File: config.mk
export PLATFORM = sky130hd
export DESIGN_NAME = immu_tlb_lookup
export DESIGN_NICKNAME = d
export VERILOG_FILES = /design/src/rtl/immu_tlb_lookup.sv
export SDC_FILE = /design/constraint.sdc
export NUM_CORES = 2
export LEC_CHECK = 0
export CAP_MARGIN = 25
export CELL_PAD_IN_SITES_DETAIL_PLACEMENT = 1
export CELL_PAD_IN_SITES_GLOBAL_PLACEMENT = 1
export CORE_MARGIN = 5
export CORE_UTILIZATION = 50
export CTS_CLUSTER_DIAMETER = 150
export DETAILED_ROUTE_END_ITERATION = 16
export GPL_ROUTABILITY_DRIVEN = 1
export GPL_TIMING_DRIVEN = 0
export PLACE_DENSITY = 0.89
export SYNTH_ARGS = -nofsm -noshare
export SYNTH_HDL_FRONTEND = slang
export SYNTH_SLANG_ARGS = --single-unit
File: constraint.sdc
create_clock -name clk -period 77.8 [get_ports clk]
set_input_delay 23.34 -clock clk [delete_from_list [all_inputs] [get_ports clk]]
set_output_delay 23.34 -clock clk [all_outputs]
set_load 0.05 [all_outputs]
File: src/rtl/immu_tlb_lookup.sv
// Fully associative instruction TLB with a one-cycle registered lookup.
// Handles MAS writes, flash invalidate and the round-robin next-victim pointer.
module immu_tlb_lookup #(
    parameter int NENTRY = 16,
    parameter int IDXW   = 4
) (
    input  logic            clk,
    input  logic            rst,
    input  logic            lk_req,
    input  logic [19:0]     lk_ea_epn,
    input  logic            lk_as,
    input  logic [7:0]      pid0,
    input  logic [7:0]      pid1,
    input  logic [7:0]      pid2,
    output logic            rsp_valid,
    output logic            rsp_hit,
    output logic            rsp_multi,
    output logic [IDXW-1:0] rsp_idx,
    output logic            rsp_v,
    output logic            rsp_ts,
    output logic [7:0]      rsp_tid,
    output logic [19:0]     rsp_epn,
    output logic [19:0]     rsp_rpn,
    output logic [4:0]      rsp_wimge,
    output logic [5:0]      rsp_permis,
    input  logic            wr_en,
    input  logic [IDXW-1:0] wr_esel,
    input  logic            wr_v,
    input  logic            wr_iprot,
    input  logic [7:0]      wr_tid,
    input  logic            wr_ts,
    input  logic [19:0]     wr_epn,
    input  logic [4:0]      wr_wimge,
    input  logic [19:0]     wr_rpn,
    input  logic [5:0]      wr_permis,
    input  logic            flash_inv,
    output logic [IDXW-1:0] nv
);

    logic [NENTRY-1:0] r_v;
    logic [NENTRY-1:0] r_iprot;
    logic [NENTRY-1:0] r_ts;
    logic [7:0]        r_tid    [NENTRY];
    logic [19:0]       r_epn    [NENTRY];
    logic [19:0]       r_rpn    [NENTRY];
    logic [4:0]        r_wimge  [NENTRY];
    logic [5:0]        r_permis [NENTRY];

    logic [NENTRY-1:0] w_match;
    logic [IDXW-1:0]   w_sel;
    logic              w_hit;
    logic              w_multi;

    // Tag compare of every entry against the incoming fetch
    always_comb begin
        w_match = '0;
        for (int i = 0; i < NENTRY; i++) begin
            w_match[i] = r_v[i] && (r_ts[i] == lk_as) && (r_epn[i] == lk_ea_epn) &&
                         ((r_tid[i] == 8'h00) || (r_tid[i] == pid0) ||
                          (r_tid[i] == pid1)  || (r_tid[i] == pid2));
        end
    end

    // Lowest matching index wins; clearing the lowest set bit exposes a second match
    always_comb begin
        w_sel = '0;
        for (int i = NENTRY - 1; i >= 0; i--) begin
            w_sel = w_match[i] ? IDXW'(i) : w_sel;
        end
        w_hit   = |w_match;
        w_multi = |(w_match & (w_match - NENTRY'(1)));
    end

    // Lookup result register; fields hold when no request, zero on a miss
    always_ff @(posedge clk or posedge rst) begin
        if (rst) begin
            rsp_valid  <= 1'b0;
            rsp_hit    <= 1'b0;
            rsp_multi  <= 1'b0;
            rsp_idx    <= '0;
            rsp_v      <= 1'b0;
            rsp_ts     <= 1'b0;
            rsp_tid    <= 8'h00;
            rsp_epn    <= 20'h00000;
            rsp_rpn    <= 20'h00000;
            rsp_wimge  <= 5'h00;
            rsp_permis <= 6'h00;
        end else if (lk_req) begin
            rsp_valid  <= 1'b1;
            rsp_hit    <= w_hit;
            rsp_multi  <= w_multi;
            rsp_idx    <= w_sel;
            rsp_v      <= w_hit ? r_v[w_sel]      : 1'b0;
            rsp_ts     <= w_hit ? r_ts[w_sel]     : 1'b0;
            rsp_tid    <= w_hit ? r_tid[w_sel]    : 8'h00;
            rsp_epn    <= w_hit ? r_epn[w_sel]    : 20'h00000;
            rsp_rpn    <= w_hit ? r_rpn[w_sel]    : 20'h00000;
            rsp_wimge  <= w_hit ? r_wimge[w_sel]  : 5'h00;
            rsp_permis <= w_hit ? r_permis[w_sel] : 6'h00;
        end else begin
            rsp_valid  <= 1'b0;
        end
    end

    // Entry array: flash clears unprotected V first, a same-cycle write then overrides
    always_ff @(posedge clk or posedge rst) begin
        if (rst) begin
            r_v     <= '0;
            r_iprot <= '0;
            r_ts    <= '0;
            for (int i = 0; i < NENTRY; i++) begin
                r_tid[i]    <= 8'h00;
                r_epn[i]    <= 20'h00000;
                r_rpn[i]    <= 20'h00000;
                r_wimge[i]  <= 5'h00;
                r_permis[i] <= 6'h00;
            end
        end else begin
            for (int i = 0; i < NENTRY; i++) begin
                if (flash_inv && !r_iprot[i]) begin
                    r_v[i] <= 1'b0;
                end
                if (wr_en && (wr_esel == IDXW'(i))) begin
                    r_v[i]      <= wr_v;
                    r_iprot[i]  <= wr_iprot;
                    r_ts[i]     <= wr_ts;
                    r_tid[i]    <= wr_tid;
                    r_epn[i]    <= wr_epn;
                    r_rpn[i]    <= wr_rpn;
                    r_wimge[i]  <= wr_wimge;
                    r_permis[i] <= wr_permis;
                end
            end
        end
    end

    // Next-victim pointer advances only when the victim itself is written
    always_ff @(posedge clk or posedge rst) begin
        if (rst) begin
            nv <= '0;
        end else if (wr_en && (wr_esel == nv)) begin
            nv <= nv + IDXW'(1);
        end else begin
            nv <= nv;
        end
    end

endmodule

==> flow_summary.yaml <==
synth:
  synth.area.top_cells: "dfrtp_1, mux2_2, xnor2_1"
  yosys_warnings: 0
  synthArstFlopShare_pct: 100
  ys_top_cells_by_count: "dfrtp_1, mux2_2, xnor2_1"
  synth_fp_nets: 5559
  synth_edf_count: 0
  ys_seq_elements: 1064
  synth_cells: 5442
  synth-seq-area-share_pct: 45.1
  synthFlopType: "dfrtp_1"
  ys_types: 68
  yosysTopAreaCellShare_pct: 45.1
  yosysTopAreaCell: "dfrtp_1"
  syn_area_per_cell_um2: 10.8
  synthMostInstantiatedCell: "dfrtp_1"
  syn-cell-area_um2: 59000
routing:
  drtAntennaViolNets: 0
  drc: 0
  wirelength_um: 267000
  wl_per_cell_um: 36.0
  vias: 50600
  drtIter0Drc: 5993
  via_per_inst: 6.83
  first_pass_iters: 7
cts:
  cts_tree: "built"
  path_clk_slew_ns: 0.06
  cts_sinks: 1064
  clock_latency_ns: 0.80
  cts_buffers: 118
  ctsHoldBuffers: 0
  clockBufferDepth: 3
  cts_root_buf: "clkbuf_16"
  cts_max_level: 3
  cts-resized-gates: 0
  cts_setup_buffers: 0
sta:
  finalHoldViolCount: 0
  rsz0062_at_grt: "no"
  maxSlewHeadroom_pct: 19.5
  layout_setup_ws_ns: 47.50
  worstMarginPinSlew_ns: 1.21
  period_needed_ns: 30.30
  slew_viol_final: 0
  tns_ns: 0
  fin_skew_ns: 0.0583
  fmax_mhz: 33.0
  setup_violations: 0
  period_share_pct: 38.9
setup_path:
  worstPathCellList: "clkbuf_1 -> buf_2 -> xnor2_1 -> nand4_1 -> nor4_1 -> o211ai_1 -> a211oi_1 -> o2111a_1 -> clkbuf_1 -> clkbuf_1 -> clkbuf_1 -> mux2i_1 -> nand2_1 -> a221oi_1 -> o31ai_1"
  cpLargestDelayFamily: "buffers and inverters"
  path_class: "primary input to flip-flop"
  arrival_ns: 30.88
  max_stage_delay_ns: 0.90
  cp_slowest_cell: "clkbuf_1"
  critPathMaxFanout: 10
  crit_top_cell: "clkbuf_1"
  start_kind: "primary input"
  critPathCaptureType: "flip-flop"
  crit_buf_inv: 5
  required_ns: 78.38
global_routing:
  grt_pass1_wl_um: 380000
  grt_antenna_before_repair: 17
  grt_pass1_vias: 53400
  overflow: 0
  groute.usage.overall_pct: 41.4
  grt_max_degree: 130
die:
  rows: 126
  ios: 188
  start_util_pct: 50.2
  fp.dieW_um: 353
  fp.dieH_um: 353
  die-area_um2: 125000
  core_um2: 118000
hold_path:
  hold_path.class: "flip-flop to flip-flop"
job:
  cap_violations: 0
final_layout:
  nNetsFinal: 5875
  layoutNonFillerInstCount: 7411
  final_core_util_pct: 57.2
  area_growth_pct: 14.0
  multi_input_area_um2: 29000
  regArea_um2: 26600
  fill_cells: 12300
  drive_gt1_share_pct: 22.6
place:
  io_buffers: 142
  gp_congestion: 1.02
  dp_hpwl_um: 190000
  dpl.cell_count: 7158
  pre_cts_ws_ns: 47.37
pwr:
  ir_drop_mv: 0.0253
  power_density_nw_per_um2: 26.6
  p_leak_nw: 26.7
outcome:
  outcome: "finished, final reports clean"
## power by group
part	leakage [nW]	switching (mW)	internal (mW)	total (mW)
Clock	1.97	0.258	0.336	0.595
Combinational	11.6	0.238	0.188	0.426
Sequential	13.1	0.0917	0.673	0.765
## final timing paths
kind	start	endpoint	slack [ns]	depth (start not counted)
setup reg to reg	r_epn[17]	rsp_epn[1]	70.63	13
hold reg to reg	rsp_epn[8]	rsp_epn[8]	0.49	2
min in group asynchronous	rst	r_wimge[21]	23.06	2
hold / removal	rsp_epn[8]	rsp_epn[8]	0.49	2
setup / recovery	lk_ea_epn[17]	rsp_epn[1]	47.50	15
max in group asynchronous	rst	r_epn[188]	52.13	6
## layout by cell type, fill, tap and decap left out, types with 36 or more instances in the layout
cell type	instances
nand3_1	40
a32o_1	60
nor3_1	96
dfrtp_1	1064
nor4_1	94
mux2_2	858
or3_1	36
a21oi_1	64
buf_2	121
mux2i_1	186
clkbuf_1	449
xnor2_1	550
o21ai_0	197
a2111oi_2	37
buf_1	40
clkdlybuf4s50_1	142
o211ai_1	250
xor2_1	177
inv_1	220
clkbuf_16	118
nand4_1	139
nand2_1	435
## routing by layer
| layer | wire, µm | vias up | global-route usage (%) | part of all wire, % |
|---|---|---|---|---|
| met3 | 26300 | 1231 | 10.6 | 9.9 |
| met5 | 23 | - | 0 | 0.0086 |
| met2 | 118000 | 3420 | 63.9 | 44 |
| li1 | - | 20000 | - | - |
| met1 | 96200 | 26000 | 49.7 | 36 |
| met4 | 26000 | 4 | 32.3 | 9.8 |
## cell families (layout without fill, tap and decap cells)
| family | count (synthesis) | in the layout | synth area share, % |
|---|---|---|---|
| other cells | 0 | 16 | 0 |
| mux | 1044 | 1044 | 19.5 |
| fa+ha+maj | 2 | 2 | 0.0382 |
| buf+inv | 824 | 1241 | 5.67 |
| xor+xnor | 727 | 727 | 10.8 |
| simple gates | 929 | 929 | 7.77 |
| compound gates | 852 | 852 | 11.0 |
| flops | 1064 | 1064 | 45.1 |
## state kept, by name, indices dropped and copies added, names as in the netlist, 20 cells and up
register / flops
r_epn: 320
r_permis: 96
r_rpn: 320
r_tid: 128
r_wimge: 80
rsp_epn: 20
rsp_rpn: 20
## tightest hold or removal path: cells and delay by family (launching register included)
| kind | cells | cell delay, ns |
|---|---|---|
| AOI/OAI and AO/OA | 1 | 0.05 |
| DFF | 1 | 0.35 |
| and+or+nand+nor | 1 | 0.06 |
## metrics by stage
step           total power [mW]  hold slack [ns]  area, µm²
2_1_floorplan              1.03            0.473      59000
3_3_place_gp               1.14            0.478      62300
3_5_place_dp               1.17            0.481      63000
4_1_cts                    1.77            0.496      67000
5_1_grt                    1.84            0.520      67200
6_report                   1.79            0.491      67200
## final cells by class
type	instances	area share, %
antenna	16	0.0595
sequential	1064	39.6
inverter	221	1.24
tap	1536	2.86
multi-input combinational	3554	43.2
clock buffer	172	5.11
buffer	603	3.74
timing repair buffer	196	3.38
clock inverter	49	0.847
Note: power is estimated with default switching activity, not from simulation.
